<file path="config.mk">
export PLATFORM = sky130hd
export DESIGN_NAME = cpu_mem_bridge
export DESIGN_NICKNAME = d
export VERILOG_FILES = /design/src/rtl/cpu_mem_pkg.sv /design/src/rtl/cpu_mem_bridge_rr_arbiter.sv /design/src/rtl/cpu_mem_bridge.sv
export SDC_FILE = /design/constraint.sdc
export NUM_CORES = 1
export LEC_CHECK = 0
export ABC_AREA = 1
export CAP_MARGIN = 20
export CORE_MARGIN = 4
export CORE_UTILIZATION = 41
export DETAILED_ROUTE_END_ITERATION = 10
export GPL_TIMING_DRIVEN = 0
export PLACE_DENSITY = 0.79
export SYNTH_ARGS = -nofsm -noshare
export SYNTH_HDL_FRONTEND = slang
export SYNTH_SLANG_ARGS = --single-unit
</file>
<file path="constraint.sdc">
create_clock -name clk -period 1.75 [get_ports clk]
set_input_delay 0.35 -clock clk [delete_from_list [all_inputs] [get_ports clk]]
set_output_delay 0.35 -clock clk [all_outputs]
set_load 0.1 [all_outputs]
</file>
<file path="src/rtl/cpu_mem_pkg.sv">
// Shared types and constants for the CPU-side memory bridge.
// Translation constants are used when CPU_MEM_BRIDGE_KSEG_XLATE_EN is defined.
package cpu_mem_pkg;

  typedef enum logic [1:0] {
    IDLE,
    ADDR,
    DATA
  } bridgeState_e;

  localparam logic [2:0] KSEG0_TAG = 3'b100;
  localparam logic [2:0] KSEG1_TAG = 3'b101;
  localparam int PHYS_MASK_BITS = 29;

  function automatic logic isKseg(
    input logic [2:0] tag
  );
    return (tag == KSEG0_TAG) ||
           (tag == KSEG1_TAG);
  endfunction

endpackage

</file>
<file path="src/rtl/cpu_mem_bridge_rr_arbiter.sv">
// Round-robin arbiter: ptr is the index holding
// highest priority this cycle; returns one-hot grant and index.
module rr_arbiter #(
  parameter int NCH = 2,
  localparam int IW = (NCH > 1) ? $clog2(NCH) : 1
) (
  input  logic [NCH-1:0] req,
  input  logic [IW-1:0]  ptr,
  output logic [NCH-1:0] gnt,
  output logic [IW-1:0]  idx,
  output logic           valid
);
  import cpu_mem_pkg::*;

  int j;

  always_comb begin
    gnt   = '0;
    idx   = '0;
    valid = 1'b0;
    j     = 0;
    for (int i = 0; i < NCH; i++) begin
      j = int'(ptr) + i;
      if (j >= NCH) j = j - NCH;
      if (!valid && req[j]) begin
        valid  = 1'b1;
        gnt[j] = 1'b1;
        idx    = IW'(j);
      end
    end
  end

endmodule

</file>
<file path="src/rtl/cpu_mem_bridge.sv">
// Arbitrates CPU request channels onto one split-transaction SRAM-like bus.
// Define CPU_MEM_BRIDGE_KSEG_XLATE_EN to map kseg0/kseg1 to physical.
module cpu_mem_bridge
  import cpu_mem_pkg::*;
#(
  parameter int NCH = 2,
  parameter int AW  = 32,
  parameter int DW  = 32,
  localparam int SW = DW / 8
) (
  input  logic              clk,
  input  logic              resetn,
  input  logic [NCH-1:0]    ch_req,
  input  logic [NCH*SW-1:0] ch_wen,
  input  logic [NCH*AW-1:0] ch_addr,
  input  logic [NCH*DW-1:0] ch_wdata,
  output logic [NCH*DW-1:0] ch_rdata,
  output logic [NCH-1:0]    ch_done,
  output logic [NCH-1:0]    ch_busy,
  output logic              bus_req,
  output logic              bus_wr,
  output logic [SW-1:0]     bus_wstrb,
  output logic [AW-1:0]     bus_addr,
  output logic [DW-1:0]     bus_wdata,
  input  logic              bus_addr_ok,
  input  logic              bus_data_ok,
  input  logic [DW-1:0]     bus_rdata
);

  localparam int IW = (NCH > 1) ? $clog2(NCH) : 1;

  bridgeState_e state, stateNext;

  logic [IW-1:0]     grantIdx;
  logic [NCH-1:0]    grantOh;
  logic [IW-1:0]     rrPtr;
  logic              ptrValid;
  logic [AW-1:0]     addrReg;
  logic [SW-1:0]     wenReg;
  logic [DW-1:0]     wdataReg;
  logic [NCH-1:0]    doneReg;
  logic [NCH*DW-1:0] rdataReg;

  logic [NCH-1:0] reqEff;
  logic [NCH-1:0] arbGnt;
  logic [IW-1:0]  arbIdx;
  logic [IW-1:0]  arbPtr;
  logic           arbValid;
  logic [AW-1:0]  selAddr;
  logic [AW-1:0]  physAddr;

  // A channel in its done cycle still shows req; keep it from re-winning.
  assign reqEff = ch_req & ~doneReg;

  assign arbPtr = !ptrValid ? '0 :
                  (rrPtr == IW'(NCH - 1)) ? '0 :
                  rrPtr + 1'b1;

  rr_arbiter #(
    .NCH(NCH)
  ) uArb (
    .req  (reqEff),
    .ptr  (arbPtr),
    .gnt  (arbGnt),
    .idx  (arbIdx),
    .valid(arbValid)
  );

  assign selAddr = ch_addr[int'(arbIdx)*AW +: AW];

`ifdef CPU_MEM_BRIDGE_KSEG_XLATE_EN
  localparam logic [AW-1:0] PHYS_MASK =
    AW'({PHYS_MASK_BITS{1'b1}});

  always_comb begin
    physAddr = selAddr;
    if (isKseg(selAddr[AW-1 -: 3]))
      physAddr = selAddr & PHYS_MASK;
  end
`else
  assign physAddr = selAddr;
`endif

  always_ff @(posedge clk or negedge resetn) begin
    if (!resetn) state <= IDLE;
    else         state <= stateNext;
  end

  always_comb begin
    stateNext = state;
    unique case (state)
      IDLE: if (arbValid)    stateNext = ADDR;
      ADDR: if (bus_addr_ok) stateNext = DATA;
      DATA: if (bus_data_ok) stateNext = IDLE;
      default:               stateNext = IDLE;
    endcase
  end

  always_ff @(posedge clk or negedge resetn) begin
    if (!resetn) begin
      grantIdx <= '0;
      grantOh  <= '0;
      rrPtr    <= '0;
      ptrValid <= 1'b0;
      addrReg  <= '0;
      wenReg   <= '0;
      wdataReg <= '0;
      doneReg  <= '0;
      rdataReg <= '0;
    end else begin
      doneReg <= '0;
      if (state == IDLE && arbValid) begin
        grantIdx <= arbIdx;
        grantOh  <= arbGnt;
        rrPtr    <= arbIdx;
        ptrValid <= 1'b1;
        addrReg  <= physAddr;
        wenReg   <= ch_wen[int'(arbIdx)*SW +: SW];
        wdataReg <= ch_wdata[int'(arbIdx)*DW +: DW];
      end
      // A flushed channel still lets the bus finish, silently.
      if (state == DATA && bus_data_ok &&
          ch_req[grantIdx]) begin
        doneReg <= grantOh;
        if (wenReg == '0)
          rdataReg[int'(grantIdx)*DW +: DW] <= bus_rdata;
      end
    end
  end

  assign bus_req   = (state == ADDR);
  assign bus_wr    = |wenReg;
  assign bus_wstrb = wenReg;
  assign bus_addr  = addrReg;
  assign bus_wdata = wdataReg;
  assign ch_done   = doneReg;
  assign ch_rdata  = rdataReg;
  assign ch_busy   = (state != IDLE) ? grantOh : '0;

endmodule
</file>
==> results.yml, run 1 <==
route:
  vias_per_cell: 4.98
  drt-initial-drc-count: 367
  drc: 0
  drtAntennaViolNets: 0
  routed_wl_mm: 23.9
  num_vias: 7087
  post_drt_wl_per_cell_um: 16.8
  topRoutingLayerUsed: "met4"
  first_pass_iters: 5
  met1_length_mm: 9.77
  wl_met3_mm: 1.84
  dr_wl_met2_mm: 11.6
synth:
  syn_avg_cell_area_um2: 8.08
  synth_ff_type: "dfrtp_1"
  synth_cell_type_count: 18
  synthTopCellsByArea: "dfrtp_1 (51%), nand2_1 (19%), nand3b_1 (7.4%), nand4_1 (6.1%), nand3_1 (5.0%)"
  synth.cell_area_um2: 6900
  synth.most_common_cell: "nand2_1"
  synth-edff-count: 0
  yosys_warnings: 0
  ys_top_cells_by_count: "nand2_1 (343), dfrtp_1 (140), inv_1 (82)"
  synth_top_area_share_pct: 50.8
  syn_inst: 854
  synthArstFlopShare_pct: 100
  synth_sequential_area_ratio_pct: 50.8
  ys_ff_latch: 140
  netlist.top_cell.by_area: "dfrtp_1"
  synthesis.nets: 1028
timing:
  fmax_ghz: 0.543
  clock_skew_ns: 0.00908
  fin_crit_ns: 1.84
  setup_viol_count_final: 1
  fin_setup_tns_ns: -0.0924
  hold_violations: 0
  maxSlewViolCount: 0
  post-route-period-util_pct: 105
  relSlewSlack_pct: 51.5
  worst_pin_slew_ns: 0.727
  timing.final.ws_setup_ns: -0.0924
  rsz0062_at_grt: "yes"
final_layout:
  multi_input_area_um2: 2710
  syn_to_final_growth_pct: 62.3
  drive_gt1_share_pct: 20.5
  final_nets: 1366
  n_fill_cell: 1328
  seqCellArea_um2: 3510
  diodes: 0
grt:
  overflow: 0
  grt_pass1_vias: 7060
  grt_max_degree: 81
  antenna_found_initial: 0
  grt_pass1_wl_mm: 36.9
  track_usage_pct: 25.0
clocking:
  insertion_delay_ns: 0.42
  path_clk_slew_ns: 0.06
  root_buffer: "clkbuf_16"
  cts_max_path_buffers: 2
  cts_sinks: 140
  cts_tree: "yes"
  cts_made_buffers: 17
  htreeDepth: 4
worst_setup_path:
  critical_path_class: "reg -> out"
  crit_chain: "inv_2, nand2_2, nor2_4, buf_8, inv_4, buf_12"
  cp.required_ns: 1.40
  worstRegToRegCells: 8
  cp-end-kind: "output port"
  critPathMaxStageDelay_ns: 0.42
  cp_slowest_cell: "dfrtp_2"
  crit_family: "flip-flops"
  path_max_fanout: 4
  arrival_ns: 1.49
  crit_buf_inv: 4
  startpoint_type: "flip-flop"
  path_depth: 6
floorplanning:
  rows: 47
  pin_count: 312
  die_y_um: 138
  die_w_um: 138
  start_util_pct: 41.8
  dieArea_um2: 19000
  core_um2: 16500
placed_design:
  port_buffers: 311
  globalplace.congestion: 0.831
  dp_hpwl_mm: 17.6
outcome:
  status: "finished, violations left"
  violations: "negative setup slack"
min_path:
  min_path_cells: 2
  hold_path_class: "reg -> reg"
job:
  maxCapViolCount: 0
## routing by layer
layer  GRT usage, %  vias to the layer above
met5              0                        -
met4           9.82                        0
met3           6.72                       40
met2           40.8                      271
met1           31.8                     3359
li1               -                     3417
## logic make-up (layout without fill, tap and decap cells)
| family | count (synthesis) | after routing | synth area share, % |
|---|---|---|---|
| DFF | 140 | 140 | 50.8 |
| buffers and inverters | 147 | 497 | 10.6 |
| AOI/OAI and AO/OA | 7 | 7 | 0.635 |
| and+or+nand+nor | 560 | 560 | 38.0 |
## metrics by stage
step	setup slack, ns	cells	hold slack, ns	util, %	instance area (um2)
6_report	-0.0924	1424	0.468	67.8	11200
4_1_cts	-0.242	1418	0.467	67.4	11100
3_3_place_gp	-5.90	1385	0.446	62.3	10300
2_1_floorplan	-0.310	854	0.0544	-	6910
3_5_place_dp	-0.916	1386	0.448	62.5	10300
5_1_grt	-0.148	1424	0.480	67.8	11200
## area by class of cell
type                       count  share of cell area (%)
buffer                        63                    3.79
clock buffer                  17                    3.80
clock inverter                14                    1.72
inverter                      84                    2.88
multi-input combinational    567                    24.2
sequential                   140                    31.4
tap                          220                    2.46
timing repair buffer         319                    29.8
## worst min-delay path: stages (launching register included)
cell     delay (ns)
dfrtp_1        0.32
inv_1          0.05
nand2_1        0.06
## path summary, 6_finish.rpt
check	startpoint	to	slack [ns]
setup reg to reg	rrPtr	ch_rdata[54]	0.08
min in group asynchronous	resetn	ch_rdata[3]	0.55
setup / recovery	bus_wstrb[3]	bus_wr	-0.09
max in group asynchronous	resetn	bus_wdata[20]	0.42
hold reg to reg	ptrValid	ptrValid	0.47
hold / removal	ptrValid	ptrValid	0.47
## placed cells by master, fill, tap and decap left out, types with 2 or more instances in the layout
cell type          n
clkbuf_1          15
dfrtp_1          133
o21ai_0            4
nand3_1           69
inv_2              2
buf_4             18
nor2_1             5
inv_1             79
clkinv_2           3
nand4_1           67
buf_6             17
inv_4              3
clkbuf_16         17
nor2_4             3
dfrtp_2            7
inv_6              3
clkinvlp_4         3
nand2_1          342
clkdlybuf4s50_1  172
nand2_4            3
buf_2             24
clkdlybuf4s15_2  120
nand3b_1          68
nor2_2             2
bufinv_16          4
clkdlybuf4s18_2   11
## flip-flops by register name, summed over array words and instances, names as in the netlist, 2 cells and up
| register | count |
|---|---|
| state | 2 |
| bus_addr | 32 |
| bus_wdata | 32 |
| bus_wstrb | 4 |
| ch_rdata | 64 |
| ch_done | 2 |
| grantOh | 2 |
## what timing repair did
item / 4_1_cts / 5_1_grt
gates resized for setup: 434 / 34
hold buffers: 1 / 0
gates cloned: 0 / 0
pin swaps: 0 / 2
endpoints found under the setup margin: 145 / 28
setup buffers: 0 / 6
hold endpoints to repair: 23 / 0
Power of run 1 is not shown: default switching activity piles up to over one toggle a cycle in this logic, so the estimate is an artifact.
==> inputs of run 2 (changes only) <==
- SLEW_MARGIN: not set -> 20
==> run 2 against run 1 <==
The flow still finishes with violations (negative setup slack). Global-route usage is 0.30 points lower. Final area is essentially flat. First-iteration DRC count down 11%. Maximum frequency fell by 0.27%. Sequential cell count did not move. Worst hold slack lost 0.0017 ns. Clock skew up 0.00099 ns. Sequential share of layout area barely moved. Utilization hardly changed. Critical path depth is the same. Routed wire length shrank 0.59%. Register-to-register slack better by 0.04 ns. Critical endpoint unchanged. Highest routed layer unchanged.
==> results.yml, run 2 (synthesized netlist as in run 1, its figures left out) <==
floorplanning:
  pin_count: 312
  die_w_um: 138
  rows: 47
  die_y_um: 138
  dieArea_um2: 19000
  start_util_pct: 41.8
  core_um2: 16500
timing:
  maxSlewViolCount: 0
  post-route-period-util_pct: 106
  rsz0062_at_grt: "yes"
  clock_skew_ns: 0.0101
  hold_violations: 0
  timing.final.ws_setup_ns: -0.0974
  relSlewSlack_pct: 58.9
  worst_pin_slew_ns: 0.617
  fmax_ghz: 0.541
  setup_viol_count_final: 1
  fin_crit_ns: 1.85
  timing.hold.ws_ns: 0.466
route:
  routed_wl_mm: 23.7
  drtAntennaViolNets: 0
  post_drt_wl_per_cell_um: 16.7
  drt-initial-drc-count: 328
  num_vias: 7111
  drc: 0
  vias_per_cell: 4.99
  first_pass_iters: 5
grt:
  grt_pass1_wl_mm: 36.4
  grt_max_degree: 81
  track_usage_pct: 24.7
  overflow: 0
  grt_pass1_vias: 7038
  antenna_found_initial: 0
placed_design:
  port_buffers: 311
  dp_hpwl_mm: 17.6
  placed_cell_area_um2: 10300
  globalplace.congestion: 0.831
worst_setup_path:
  crit_chain: "inv_1, nand2_1, nor2_4, buf_8, inv_4, buf_12"
  cp-end-kind: "output port"
  cp.required_ns: 1.40
  crit_buf_inv: 4
  startpoint_type: "flip-flop"
  arrival_ns: 1.50
  cp_slowest_cell: "dfrtp_2"
  critPathMaxStageDelay_ns: 0.41
  path_max_fanout: 5
  critical_path_class: "reg -> out"
  crit_family: "flip-flops"
job:
  maxCapViolCount: 0
clocking:
  cts_max_path_buffers: 2
  cts_made_buffers: 17
  root_buffer: "clkbuf_16"
  insertion_delay_ns: 0.42
  cts_sinks: 140
  cts_tree: "yes"
  path_clk_slew_ns: 0.06
  htreeDepth: 4
final_layout:
  fin_area_um2: 11200
  final_cell_mix: "nand2_1 (342), clkdlybuf4s50_1 (172), dfrtp_1 (133)"
  syn_to_final_growth_pct: 62.4
  n_fill_cell: 1325
  drive_gt1_share_pct: 20.6
  seqCellArea_um2: 3510
  diodes: 0
  final_common_cell: "nand2_1"
  largest_register_ffs: 64
  multi_input_area_um2: 2700
  final_nets: 1367
min_path:
  hold_path_class: "reg -> reg"
outcome:
  status: "finished, violations left"
  violations: "negative setup slack"
[run 2: path summary, 6_finish.rpt]
check	to	cells past startpoint	from	slack, ns
min reg2reg	ptrValid	2	ptrValid	0.47
max	bus_wr	6	bus_wstrb[0]	-0.1
min in group asynchronous	ch_rdata[11]	2	resetn	0.52
max in group asynchronous	ch_done[1]	3	resetn	0.49
max reg2reg	ch_rdata[17]	7	bus_wstrb[0]	0.12
min	ptrValid	2	ptrValid	0.47
[run 2: final cells by class]
cell class	count	area share [%]
Timing Repair Buffer	320	30.0
Clock buffer	18	3.83
Inverter	84	2.88
Buffer	63	3.76
Sequential cell	140	31.3
Tap cell	220	2.46
Clock inverter	14	1.65
Multi-Input combinational cell	567	24.1
[run 2: per-layer routing]
layer	track usage [%]	routed length, um	vias to the layer above
met2	40.4	11600	277
met3	6.76	1860	48
met4	10.3	658	0
met1	31.0	9610	3373
met5	0	0	-
li1	-	-	3413
[run 2: worst reg2reg max path, cell delays in order (launching register included)]
cell,delay (ns)
dfrtp_2,0.41
inv_1,0.06
nand2_1,0.08
nor2_4,0.18
buf_2,0.25
buf_2,0.28
nand4_1,0.19
nand2_1,0.11
[run 2: through the flow]
step | setup slack [ns] | instances | util, % | TNS [ns]
floorplan | -0.310 | 854 | - | -1.41
global placement | -5.90 | 1385 | 62.3 | -788.72
detailed placement | -0.914 | 1386 | 62.5 | -40.13
CTS | -0.243 | 1419 | 67.4 | -0.243
global route | -0.182 | 1426 | 67.8 | -0.204
finish | -0.0974 | 1426 | 67.8 | -0.0974
[run 2: timing repair]
action                                 4_1_cts  5_1_grt
resized for setup                          435       30
pin swaps                                    0        2
gates cloned                                 0        0
buffers inserted                             0        7
setup endpoints to repair                  143       43
endpoints found under the hold margin       79        0
hold buffers                                 1        0
Power of run 2 is left out for the same reason.
==> inputs of run 3 (changes only) <==
- clock period: 1.75 -> 2.35 ns (I/O delays scaled with it)
==> run 3 against run 2 <==
Cell count down 0.49%. Sequential share of layout area up 1.3 points. Final area down 4.0%. First-iteration DRC count up 9.8%. The flow now finishes without violations. Sequential cell count unchanged. Critical path depth unchanged. Utilization down 2.7 points. Register-to-register slack better by 0.59 ns.
==> results.yml, run 3 (synthesized netlist as in run 1, its figures left out) <==
final_layout:
  final_cell_count_no_fill: 1419
  final_cell_mix: "nand2_1 (343), clkdlybuf4s50_1 (172), dfrtp_1 (136)"
  largest_register_ffs: 64
  multi_input_area_um2: 2680
  seqCellArea_um2: 3510
  final_nets: 1360
  final_common_cell: "nand2_1"
  diodes: 0
  drive_gt1_share_pct: 8.26
  n_fill_cell: 1442
  syn_to_final_growth_pct: 56.0
floorplanning:
  die_w_um: 138
  core_um2: 16500
  dieArea_um2: 19000
  pin_count: 312
  rows: 47
  die_y_um: 138
  start_util_pct: 41.8
clocking:
  cts_tree: "yes"
  root_buffer: "clkbuf_16"
  htreeDepth: 4
  insertion_delay_ns: 0.41
  path_clk_slew_ns: 0.06
  cts_max_path_buffers: 2
  cts_made_buffers: 17
  post_cts_buffers: 0
  cts_sinks: 140
timing:
  relSlewSlack_pct: 31.9
  hold_violations: 0
  fmax_ghz: 0.455
  fin_setup_tns_ns: 0
  worst_pin_slew_ns: 1.03
  rsz0062_at_grt: "no"
  post-route-period-util_pct: 93.5
  fin_crit_ns: 2.20
  clock_skew_ns: 0.00921
  maxSlewViolCount: 0
  setup_viol_count_final: 0
min_path:
  min-delay-start: "ptrValid"
  hold_end: "ptrValid"
  min_path_cells: 2
  hold_path_class: "reg -> reg"
worst_setup_path:
  crit_chain: "inv_1, nand2_1, nor2_4, clkbuf_4, inv_1, buf_2"
  worstRegToRegCells: 8
  crit_family: "buffers and inverters"
  cp_slowest_cell: "dfrtp_2"
  path_max_fanout: 10
  r2r-start: "rrPtr"
  critical_path_class: "reg -> out"
  cp-end-kind: "output port"
  arrival_ns: 1.73
  cp.required_ns: 1.88
  startpoint_type: "flip-flop"
  critPathMaxStageDelay_ns: 0.42
  cp_common_cell: "inv_1"
  reg2reg_to: "ch_rdata[23]"
  crit_buf_inv: 4
  r2r_setup_slack_ns: 0.71
grt:
  antenna_found_initial: 0
  track_usage_pct: 24.2
  grt_max_degree: 84
  grt_pass1_vias: 6887
  overflow: 0
  grt_pass1_wl_mm: 35.7
route:
  drt-initial-drc-count: 360
  first_pass_iters: 5
  vias_per_cell: 4.99
  routed_wl_mm: 23.4
  post_drt_wl_per_cell_um: 16.5
  drc: 0
  num_vias: 7084
  drtAntennaViolNets: 0
placed_design:
  port_buffers: 311
  dp_cells: 1386
  dp_hpwl_mm: 17.7
  globalplace.congestion: 0.873
outcome:
  status: "finished clean"
job:
  maxCapViolCount: 0
run 3: repair_timing:
| action | 4_1_cts | 5_1_grt |
|---|---|---|
| endpoints found under the hold margin | 16 | 0 |
| gates cloned | 0 | 0 |
| setup endpoints to repair | 138 | 2 |
| gates resized for setup | 149 | 4 |
| hold buffers | 1 | 0 |
run 3: how the worst max path moves through the flow:
| stage | cells past startpoint | end | slack, ns | startpoint |
|---|---|---|---|---|
| global route | 6 | bus_wr | 0.03 | bus_wstrb[1] |
| finish | 6 | bus_wr | 0.15 | bus_wstrb[1] |
| floorplan | 2 | ch_busy[0] | 0.17 | state[1] |
| CTS | 2 | bus_req | 0.01 | state[1] |
| detailed placement | 6 | bus_wr | -0.41 | bus_wstrb[2] |
| global placement | 1 | bus_wstrb[3] | -5.47 | resetn |
run 3: tightest hold or removal path, delay by kind of cell (launching register included):
family / cells / cell delay [ns]
buffers and inverters: 1 / 0.05
flip-flops: 1 / 0.32
AND/OR/NAND/NOR: 1 / 0.06
run 3: final cells by class:
type | instances | share of cell area (%)
buffer | 63 | 3.85
clock buffer | 19 | 4.21
clock inverter | 13 | 1.29
inverter | 84 | 2.98
multi-input combinational | 567 | 24.8
sequential | 140 | 32.6
tap | 220 | 2.56
timing repair buffer | 313 | 27.7
run 3: per-layer routing:
metal  vias up  routed length (um)  GRT usage (%)
met5         -                   0              0
met4         0                 629           9.33
met3        45                1650           5.77
met2       275               11500           40.5
met1      3364                9640           30.4
li1       3400                   -              -
run 3: stage by stage:
stage / worst slack (ns) / util (%) / hold slack (ns) / area, um2
after detailed placement: -0.410 / 62.5 / 0.428 / 10300
after global routing: 0.0313 / 65.1 / 0.475 / 10800
after CTS: 0.0129 / 65.1 / 0.464 / 10800
final: 0.153 / 65.1 / 0.465 / 10800
after global placement: -5.47 / 62.3 / 0.445 / 10300
after floorplan: 0.170 / - / 0.174 / 6910
Power of run 3 is left out for the same reason.
